File: src/rtl/rtc_display_if.sv
// Control, time and display signals between the board top level
// and the clock/timer core.
interface rtc_display_if #(
    parameter int DIGITS = 4
);
    logic              run;
    logic              dir;
    logic              h12;
    logic              load;
    logic [4:0]        ld_hour;
    logic [5:0]        ld_min;
    logic [5:0]        ld_sec;
    logic [4:0]        hour;
    logic [5:0]        min;
    logic [5:0]        sec;
    logic              tick;
    logic              done;
    logic              load_err;
    logic [DIGITS-1:0] an;
    logic [6:0]        seg;
    logic              dp;

    modport master (
        output run, dir, h12, load, ld_hour, ld_min, ld_sec,
        input  hour, min, sec, tick, done, load_err, an, seg, dp
    );

    modport slave (
        input  run, dir, h12, load, ld_hour, ld_min, ld_sec,
        output hour, min, sec, tick, done, load_err, an, seg, dp
    );
endinterface

File: src/rtl/rtc_display_core.sv
// HH:MM:SS clock / countdown timer with validated load and a
// multiplexed common-anode 7-segment display (4 or 6 digits).
module rtc_display_core #(
    parameter int CLK_HZ   = 50000000,
    parameter int TICK_HZ  = 1,
    parameter int SCAN_DIV = 50000,
    parameter int DIGITS   = 4
) (
    input logic         clk,
    input logic         rst,
    rtc_display_if.slave bus
);

    localparam int P  = CLK_HZ / TICK_HZ;
    localparam int PW = $clog2(P);
    localparam int SW = (SCAN_DIV > 1) ? $clog2(SCAN_DIV) : 1;
    localparam int IW = $clog2(DIGITS);

    localparam logic [PW-1:0] P_LAST = PW'(P - 1);
    localparam logic [PW-1:0] P_HALF = PW'(P / 2);
    localparam logic [SW-1:0] S_LAST = SW'(SCAN_DIV - 1);
    localparam logic [IW-1:0] I_LAST = IW'(DIGITS - 1);

    logic [PW-1:0]     pre_q, pre_d;
    logic [SW-1:0]     scan_q, scan_d;
    logic [IW-1:0]     idx_q, idx_d;
    logic [4:0]        hour_q, hour_d;
    logic [5:0]        min_q, min_d;
    logic [5:0]        sec_q, sec_d;
    logic              tick_q, tick_d;
    logic              done_q, done_d;
    logic              err_q, err_d;
    logic [DIGITS-1:0] an_q, an_d;
    logic [6:0]        seg_q, seg_d;
    logic              dp_q, dp_d;

    logic       ld_ok;
    logic       step;
    logic [4:0] h_show;
    logic [7:0] h_bcd, m_bcd, s_bcd;
    logic [2:0] pos;
    logic [3:0] digit;
    logic       colon;

    function automatic logic [7:0] to_bcd(input logic [5:0] v);
        logic [3:0] tens;
        logic [5:0] rem;
        tens = 4'd0;
        rem  = v;
        for (int k = 0; k < 6; k++) begin
            if (rem >= 6'd10) begin
                rem  = rem - 6'd10;
                tens = tens + 4'd1;
            end
        end
        return {tens, rem[3:0]};
    endfunction

    function automatic logic [6:0] seg_of(input logic [3:0] d);
        logic [6:0] s;
        case (d)
            4'd0:    s = 7'h40;
            4'd1:    s = 7'h79;
            4'd2:    s = 7'h24;
            4'd3:    s = 7'h30;
            4'd4:    s = 7'h19;
            4'd5:    s = 7'h12;
            4'd6:    s = 7'h02;
            4'd7:    s = 7'h78;
            4'd8:    s = 7'h00;
            4'd9:    s = 7'h10;
            default: s = 7'h7F;
        endcase
        return s;
    endfunction

    // Time base, load handling and the up/down time counter
    always_comb begin
        ld_ok = (bus.ld_hour <= 5'd23) && (bus.ld_min <= 6'd59) &&
                (bus.ld_sec <= 6'd59);
        step  = tick_q && bus.run && !bus.load;

        pre_d  = (pre_q == P_LAST) ? '0 : pre_q + 1'b1;
        hour_d = hour_q;
        min_d  = min_q;
        sec_d  = sec_q;
        done_d = done_q;
        err_d  = bus.load && !ld_ok;

        if (bus.load) begin
            if (ld_ok) begin
                pre_d  = '0;
                hour_d = bus.ld_hour;
                min_d  = bus.ld_min;
                sec_d  = bus.ld_sec;
                done_d = 1'b0;
            end
        end else if (step) begin
            if (!bus.dir) begin
                if (sec_q == 6'd59) begin
                    sec_d = 6'd0;
                    if (min_q == 6'd59) begin
                        min_d  = 6'd0;
                        hour_d = (hour_q == 5'd23) ? 5'd0 : hour_q + 5'd1;
                    end else begin
                        min_d = min_q + 6'd1;
                    end
                end else begin
                    sec_d = sec_q + 6'd1;
                end
            end else if (hour_q == 5'd0 && min_q == 6'd0 && sec_q == 6'd0) begin
                done_d = 1'b1;
            end else begin
                if (sec_q != 6'd0) begin
                    sec_d = sec_q - 6'd1;
                end else begin
                    sec_d = 6'd59;
                    if (min_q != 6'd0) begin
                        min_d = min_q - 6'd1;
                    end else begin
                        min_d  = 6'd59;
                        hour_d = hour_q - 5'd1;
                    end
                end
                if (hour_d == 5'd0 && min_d == 6'd0 && sec_d == 6'd0) begin
                    done_d = 1'b1;
                end
            end
        end

        if (!bus.dir) begin
            done_d = 1'b0;
        end

        tick_d = (pre_d == P_LAST);
    end

    always_comb begin
        scan_d = (scan_q == S_LAST) ? '0 : scan_q + 1'b1;
        idx_d  = idx_q;
        if (scan_q == S_LAST) begin
            idx_d = (idx_q == I_LAST) ? '0 : idx_q + 1'b1;
        end
    end

    // Display path works from the current index; outputs lag it by a cycle
    always_comb begin
        h_show = hour_q;
        if (bus.h12) begin
            h_show = (hour_q >= 5'd12) ? hour_q - 5'd12 : hour_q;
            if (h_show == 5'd0) begin
                h_show = 5'd12;
            end
        end
        h_bcd = to_bcd({1'b0, h_show});
        m_bcd = to_bcd(min_q);
        s_bcd = to_bcd(sec_q);

        pos = 3'(DIGITS - 1) - 3'(idx_q);
        case (pos)
            3'd0:    digit = h_bcd[7:4];
            3'd1:    digit = h_bcd[3:0];
            3'd2:    digit = m_bcd[7:4];
            3'd3:    digit = m_bcd[3:0];
            3'd4:    digit = s_bcd[7:4];
            default: digit = s_bcd[3:0];
        endcase

        seg_d = seg_of(digit);
        if (bus.h12 && pos == 3'd0 && h_bcd[7:4] == 4'd0) begin
            seg_d = 7'h7F;
        end

        colon = (pre_q < P_HALF);
        dp_d  = 1'b1;
        if (colon && (pos == 3'd1 || (DIGITS == 6 && pos == 3'd3))) begin
            dp_d = 1'b0;
        end
        if (bus.h12 && idx_q == '0 && hour_q >= 5'd12) begin
            dp_d = 1'b0;
        end

        an_d = ~(DIGITS'(1) << idx_q);
    end

    always_ff @(posedge clk or posedge rst) begin
        if (rst) begin
            pre_q  <= '0;
            scan_q <= '0;
            idx_q  <= '0;
            hour_q <= 5'd0;
            min_q  <= 6'd0;
            sec_q  <= 6'd0;
            tick_q <= 1'b0;
            done_q <= 1'b0;
            err_q  <= 1'b0;
            an_q   <= ~DIGITS'(1);
            seg_q  <= 7'h40;
            dp_q   <= 1'b1;
        end else begin
            pre_q  <= pre_d;
            scan_q <= scan_d;
            idx_q  <= idx_d;
            hour_q <= hour_d;
            min_q  <= min_d;
            sec_q  <= sec_d;
            tick_q <= tick_d;
            done_q <= done_d;
            err_q  <= err_d;
            an_q   <= an_d;
            seg_q  <= seg_d;
            dp_q   <= dp_d;
        end
    end

    assign bus.hour     = hour_q;
    assign bus.min      = min_q;
    assign bus.sec      = sec_q;
    assign bus.tick     = tick_q;
    assign bus.done     = done_q;
    assign bus.load_err = err_q;
    assign bus.an       = an_q;
    assign bus.seg      = seg_q;
    assign bus.dp       = dp_q;

endmodule

File: src/flat_wrapper.sv
// flat-port wrapper written by rule: the top's interface ports become plain ports
module rtc_display_core_flat 
#(
    parameter int CLK_HZ   = 50000000,
    parameter int TICK_HZ  = 1,
    parameter int SCAN_DIV = 50000,
    parameter int DIGITS   = 4
)
  (clk, rst, bus_run, bus_dir, bus_h12, bus_load, bus_ld_hour, bus_ld_min, bus_ld_sec, bus_hour, bus_min, bus_sec, bus_tick, bus_done, bus_load_err, bus_an, bus_seg, bus_dp);
  rtc_display_if #(.DIGITS(DIGITS)) bus_i ();
  input logic clk;
  input logic rst;
  input wire logic [$bits(bus_i.run)-1:0] bus_run;
  input wire logic [$bits(bus_i.dir)-1:0] bus_dir;
  input wire logic [$bits(bus_i.h12)-1:0] bus_h12;
  input wire logic [$bits(bus_i.load)-1:0] bus_load;
  input wire logic [$bits(bus_i.ld_hour)-1:0] bus_ld_hour;
  input wire logic [$bits(bus_i.ld_min)-1:0] bus_ld_min;
  input wire logic [$bits(bus_i.ld_sec)-1:0] bus_ld_sec;
  output wire logic [$bits(bus_i.hour)-1:0] bus_hour;
  output wire logic [$bits(bus_i.min)-1:0] bus_min;
  output wire logic [$bits(bus_i.sec)-1:0] bus_sec;
  output wire logic [$bits(bus_i.tick)-1:0] bus_tick;
  output wire logic [$bits(bus_i.done)-1:0] bus_done;
  output wire logic [$bits(bus_i.load_err)-1:0] bus_load_err;
  output wire logic [$bits(bus_i.an)-1:0] bus_an;
  output wire logic [$bits(bus_i.seg)-1:0] bus_seg;
  output wire logic [$bits(bus_i.dp)-1:0] bus_dp;
  assign bus_i.run = bus_run;
  assign bus_i.dir = bus_dir;
  assign bus_i.h12 = bus_h12;
  assign bus_i.load = bus_load;
  assign bus_i.ld_hour = bus_ld_hour;
  assign bus_i.ld_min = bus_ld_min;
  assign bus_i.ld_sec = bus_ld_sec;
  assign bus_hour = bus_i.hour;
  assign bus_min = bus_i.min;
  assign bus_sec = bus_i.sec;
  assign bus_tick = bus_i.tick;
  assign bus_done = bus_i.done;
  assign bus_load_err = bus_i.load_err;
  assign bus_an = bus_i.an;
  assign bus_seg = bus_i.seg;
  assign bus_dp = bus_i.dp;
  rtc_display_core #(.CLK_HZ(CLK_HZ), .TICK_HZ(TICK_HZ), .SCAN_DIV(SCAN_DIV), .DIGITS(DIGITS)) u_core (.clk(clk), .rst(rst), .bus(bus_i));
endmodule
File: config.mk
export PLATFORM = sky130hd
export DESIGN_NAME = rtc_display_core_flat
export DESIGN_NICKNAME = d
export VERILOG_FILES = /design/src/rtl/rtc_display_if.sv /design/src/rtl/rtc_display_core.sv /design/src/flat_wrapper.sv
export SDC_FILE = /design/constraint.sdc
export NUM_CORES = 1
export LEC_CHECK = 0
export BUFFER_PORTS_ARGS = -buffer_cell sky130_fd_sc_hd__buf_4
export CAP_MARGIN = 20
export CORE_MARGIN = 5
export CORE_UTILIZATION = 45
export CTS_BUF_LIST = sky130_fd_sc_hd__clkbuf_4 sky130_fd_sc_hd__clkbuf_8
export CTS_CLUSTER_DIAMETER = 200
export DETAILED_ROUTE_END_ITERATION = 10
export PLACE_DENSITY_LB_ADDON = 0.2
export SLEW_MARGIN = 0
export SYNTH_ARGS = -nofsm -noshare
export SYNTH_HDL_FRONTEND = slang
export SYNTH_SLANG_ARGS = --single-unit
File: constraint.sdc
create_clock -name clk -period 9.2 [get_ports clk]
set_input_delay 0.92 -clock clk [delete_from_list [all_inputs] [get_ports clk]]
set_output_delay 0.92 -clock clk [all_outputs]
set_load 0.01 [all_outputs]
======== After elaboration in Yosys (flattened, before gate mapping) ========
Memories as Yosys holds them, arrays and structs flattened.
Cells that the tools add are included.
word-level totals
  flip-flop bits (word level) ............. 76
  ROM bits ................................ 112
  bits of input ports ..................... 23
  logic and storage cells ................. 225
  memories kept ........................... 1
operators by class
  $add $sub $neg .......................... 44
  $lt $le $gt $ge ......................... 23
  eq/ne operators ......................... 16
  shift-type cells ........................ 1
  multiplexer cells ....................... 92
  bitwise gates (word level) .............. 1
  reductions and logical operators ........ 35
memories
  name             depth  bits a word  read ports  clocked after Yosys merged registers in  write ports  RTL line                RTL
  (no name shown)  16     7            1           0                                        0            rtc_display_core.sv:61  case (d)
operator list
  cell                   number
  $mux 6                 39
  $ge 6x4->1 const B     17
  $mux 5                 17
  $sub 6x4->6 const B    14
  $mux 26                3
  $mux 4                 18
  $eq 26x26->1 const B   2
  $add 4x1->4 const B    12
  $add 26x1->26 const B  1
  $lt 26x25->1 const B   1
  $logic_not 6->1        4
  $pmux 4 s5             1
  $add 16x1->16 const B  1
  $eq 16x16->1 const B   1
  $mux 16                1
  $logic_not 5->1        3
  $logic_and 1x1->1      14
  $add 6x1->6 const B    2
  $eq 6x6->1 const B     2
  $le 6x6->1 const B     2
  $reduce_bool 6->1      2
  $sub 4x4->4 const B    3
  $sub 6x1->6 const B    2
  $mux 1                 11
  other kinds (32)       39

======== Depth between registers and ports, before layout ========
  depth after elaboration ................. 20
  mapped depth ............................ 46
  mapped depth without buffers ............ 43

======== Worst setup path before layout ========
No wires, ideal clock.
  path type ............................... register -> register
  from .................................... register u_core.hour_q[2] (netlist: u_core.bus.hour[2])
  to ...................................... register u_core.seg_q[3] (netlist: u_core.bus.seg[3])
  arrival ................................. 8622 ps
  path slack .............................. 509 ps
  stages on the path, launching flop included .. 42
  cells stage by stage .................... dfrtp_1 clkbuf_1 inv_1 ha_1 nand4b_1 o22ai_2 nor2_1 ha_1 a2111oi_4 xnor2_2 ha_1 nand2_1 o211ai_2 a21oi_4 mux2_2 ha_1 nand2_1 nand3b_1 [6 not listed] a21oi_1 ha_1 nand2_1 a21o_1 nand2_1 o31a_1 buf_2 a21o_1 ha_1 xor2_1 o21ai_0 nor2_1 o21ai_0 a221o_1 a221oi_2 a22oi_1 or4b_1 nand3_1
between the ends
  word-level cells in the longest chain between the ends .. 20
  elaborated cells on any way between the ends .. 40
  those cells by class .................... add/sub: 12; order compare: 7; mux: 17; reduce/logical: 3; memory: 1
ends and longest elaborated chain
  element                                            RTL line                                          RTL
  start, declared                                    rtc_display_core.sv:27                            logic [4:0] hour_q, hour_d;
  start signal, assigned                             rtc_display_core.sv:204                           hour_q <= hour_d;
  $sub 5x4->5 or $ge 5x4->1 (tied branches)          rtc_display_core.sv:150                           h_show = (hour_q >= 5'd12) ? hour_q - 5'd12 : hour_q;
  $mux 5                                             rtc_display_core.sv:150
  $logic_not 5->1                                    rtc_display_core.sv:151                           if (h_show == 5'd0) begin
  $mux 5                                             rtc_display_core.sv:151
  $mux 5 (*)                                         rtc_display_core.sv:149                           if (bus.h12) begin
  $sub 5x4->6 or $ge 5x4->1 (tied branches)          rtc_display_core.sv:52, rtc_display_core.sv:51
  $mux 6 or $mux 1 (tied branches)                   rtc_display_core.sv:51                            if (rem >= 6'd10) begin
  $sub 6x4->6 (tied with other cells)                rtc_display_core.sv:52                            rem = rem - 6'd10;
  [5 not listed]                                     n/a
  $sub 6x4->6 (tied with other cells)                rtc_display_core.sv:52
  $mux 6 or $mux 4 (tied branches)                   rtc_display_core.sv:51
  $ge 6x4->1 (tied with other cells)                 rtc_display_core.sv:51
  $mux 4                                             rtc_display_core.sv:51
  $pmux 4 s5 or $logic_not 4->1 (tied branches)      rtc_display_core.sv:160, rtc_display_core.sv:170
  $mem_v2 16x7 or $logic_and 1x1->1 (tied branches)  n/a
  $mux 7 (*)                                         rtc_display_core.sv:170                           if (bus.h12 && pos == 3'd0 && h_bcd[7:4] == 4'd0) begin
  via u_core.seg_d[3]                                rtc_display_core.sv:34                            logic [6:0] seg_q, seg_d;
  end signal, assigned                               rtc_display_core.sv:211                           seg_q <= seg_d;
  end, declared                                      rtc_display_core.sv:34
The timed path passes the listed nets; every way through them passes the cells marked *.
A chain may end at the register's enable or synchronous reset.

======== Worst setup path in the final report ========
Same ends and word-level chain as after synthesis.

==> qor.yml <==
status:
  status: "finished clean"
layout:
  nets: 1254
  num-fill-cells: 1928
  ff_latch_area_mm2: 0.001909
  final_util: 0.5104
  syn2layout_area_growth_pct: 11.37
  fin_area_mm2: 0.009967
  drive_above_1_share: 0.1586
  multiInputGateArea_mm2: 0.006601
hold_path:
  hold_path_end: "u_core.scan_q[0]"
  worst_hold_path_type: "flip-flop to flip-flop"
  worstHoldStart: "u_core.scan_q[0]"
  hold_depth: 1
clocking:
  cts_made_buffers: 9
  clk_pin_slew_ps: 90
  clock_latency_ps: 380
  cts_tree: "yes"
  cts_hold_buf: 0
  max-clock-path-buffers: 2
  clock_sinks: 76
  h-tree-depth: 3
  cts-root-buf: "clkbuf_8"
synth:
  synthDominantAreaCellType: "dfrtp_1"
  synth_top_cell_area_share: 0.1985
  synth-seq-cells: 76
  synth_edf_count: 0
  synth_area_per_cell_um2: 8.005
  synth_ff_type: "dfrtp_1"
  synth-warning-count: 0
  synth_area_leaders: "dfrtp_1 20%, ha_1 8.8%, xnor2_1 4.6%, nand2_1 4.5%, nor2_1 4.2%"
  ys_types: 121
  syn-num-nets: 1204
  synth_area_mm2: 0.008950
  ys_seq_area_frac: 0.2132
  synthTopCellsByCount: "107 x nand2_1, 101 x nor2_1, 71 x dfrtp_1, 69 x inv_1, 63 x ha_1"
  syn-instance-count: 1118
  async_flop_share: 1.000
  yosysMostFrequentCell: "nand2_1"
drt:
  antenna_left: 0
  drc: 0
  num_vias: 8460
  wl_mm: 23.06
  drt_iter0_markers: 619
  vias_per_cell: 5.879
  dr.pass1.iters: 5
  wl_per_cell_um: 16.03
grt:
  antenna_found_initial: 1
  overflow: 0
  grt_pass1_wl_mm: 38.47
  grt_usage: 0.2040
  grt_pass1_vias: 7902
  grt_max_degree: 77
setup_path:
  r2r_start: "u_core.bus.hour[2]"
  max_stage_delay_ps: 520
  arrival_ps: 9120
  start_kind: "flip-flop"
  cp_common_cell: "ha_1"
  r2r-end: "u_core.bus.seg[3]"
  reg2regPathDepth: 41
  critPathSlowestCell: "or4b_1"
  rrSetupSlack_ps: 390
  path_class: "flip-flop to flip-flop"
  cp_num_cells: 41
  cp-end-kind: "flip-flop"
  cp.buffers_inverters: 3
  cp_max_fo: 18
  cpLargestDelayFamily: "compound AO/OA/AOI/OAI gates"
  worstPathRequired_ps: 9510
floorplan:
  die_y_um: 151.0
  rows: 51
  ios: 55
  start_util: 0.4583
  coreArea_mm2: 0.01953
  die_x_um: 151.0
  die-area_mm2: 0.02281
sta:
  max_slew_margin: 0.5230
  finalSetupViolCount: 0
  finalMaxSlewViolations: 0
  fin_crit_ps: 8807
  max_freq_ghz: 0.1135
  worst_pin_slew_ps: 715.5
  fin_skew_ps: 9.963
  layout_worst_path_cycle_share: 0.9573
  final_hold_viol_count: 0
placed_design:
  hpwl_mm: 17.34
  numPortBuffers: 54
  gp_congestion: 0.8934
  place_area_mm2: 0.009607
run:
  drv_cap: 0
-- area by class of cell --
cell class / instances / share of cell area
Multi-Input combinational cell: 927 / 0.6623
Sequential cell: 76 / 0.1916
Timing Repair Buffer: 78 / 0.06051
Tap cell: 265 / 0.03327
Inverter: 76 / 0.02875
Clock buffer: 10 / 0.01381
Clock inverter: 6 / 0.009541
Antenna cell: 1 / 0.0002511
-- logic make-up (layout without fill, tap and decap cells) --
group	Yosys count	in the layout	synth area share
AND/OR/NAND/NOR	441	441	0.2529
other	0	1	0
XOR/XNOR	80	80	0.08206
flip-flops	76	76	0.2132
AO/OA/AOI/OAI	321	321	0.2810
multiplexers	22	22	0.02670
buffers and inverters	115	170	0.05606
adder cells (fa/ha/maj)	63	63	0.08808
-- per-layer routing --
metal | wire, um | up-vias | global-route usage
met2 | 10830 | 177 | 0.3313
met1 | 10890 | 4023 | 0.2863
met4 | 348 | 0 | 0.04850
li1 | - | 4236 | -
met5 | 0 | - | 0
met3 | 997 | 24 | 0.03082
-- worst register-to-register path, delay by kind of cell, from the launching register on --
family	cells	cell delay [ps]
mux	1	410
compound gates	16	3320
fa+ha+maj	7	1740
flops	1	360
xor+xnor	4	630
simple gates	10	1720
buf+inv	3	560
-- how the worst max path moves through the flow --
stage / startpoint / end / slack, ps
final: u_core.bus.hour[2] / u_core.bus.seg[3] / 390
after detailed placement: u_core.bus.hour[2] / u_core.bus.seg[3] / 300
after global routing: u_core.bus.hour[2] / u_core.bus.seg[3] / -160
after global placement: u_core.bus.hour[2] / u_core.bus.seg[3] / 510
after CTS: u_core.bus.hour[2] / u_core.bus.seg[3] / 250
after floorplan: u_core.bus.hour[2] / u_core.bus.seg[3] / 510
-- per-stage QoR --
step | std cells | setup slack, ps | setup TNS [ps] | hold slack, ps
after global routing | 1439 | -156.9 | -645.9 | 495.4
after floorplan | 1118 | 508.8 | 0 | 425.1
after detailed placement | 1416 | 303.0 | 0 | 452.4
final | 1439 | 392.5 | 0 | 462.4
after CTS | 1432 | 254.3 | 0 | 463.6
after global placement | 1416 | 509.6 | 0 | 446.6
-- flip-flops by register name, summed over array words and instances, names as in the netlist --
register and cells:
u_core.bus.load_err 1, u_core.bus.an 4, u_core.bus.dp 1, u_core.bus.hour 5, u_core.bus.done 1, u_core.bus.seg 7, u_core.bus.sec 6, u_core.pre_q 26
u_core.idx_q 2, u_core.bus.min 6, u_core.scan_q 16, u_core.bus.tick 1
-- cells in the final DEF, fill, tap and decap left out, drive strengths merged, types with 7 or more instances in the layout --
master | netlist | final
nand2 | 110 | 110
nor3 | 35 | 35
o21a | 12 | 12
xnor2 | 50 | 50
nand2b | 7 | 7
dfrtp | 71 | 71
xor2 | 30 | 30
o211ai | 15 | 15
clkbuf | 20 | 11
mux2i | 13 | 13
nand3 | 50 | 50
nor2 | 105 | 105
a221oi | 7 | 7
o21ai | 75 | 75
a221o | 9 | 9
a21oi | 55 | 55
inv | 75 | 76
nor4 | 12 | 12
a211oi | 18 | 18
mux2 | 9 | 9
o22ai | 11 | 11
or2 | 10 | 10
and2 | 11 | 11
buf | 19 | 77
a31oi | 14 | 14
ha | 63 | 63
nor2b | 16 | 16
nand4 | 24 | 24
or3 | 13 | 13
a211o | 7 | 7
nand3b | 10 | 10
and3 | 14 | 14
-- timing repair --
| item | CTS | global route |
|---|---|---|
| setup endpoints to repair | 0 | 7 |
| resized for setup | 0 | 9 |
| setup buffers | 0 | 4 |
Power is not shown: default switching activity piles up to over one toggle a cycle in this logic, so the estimate is an artifact.
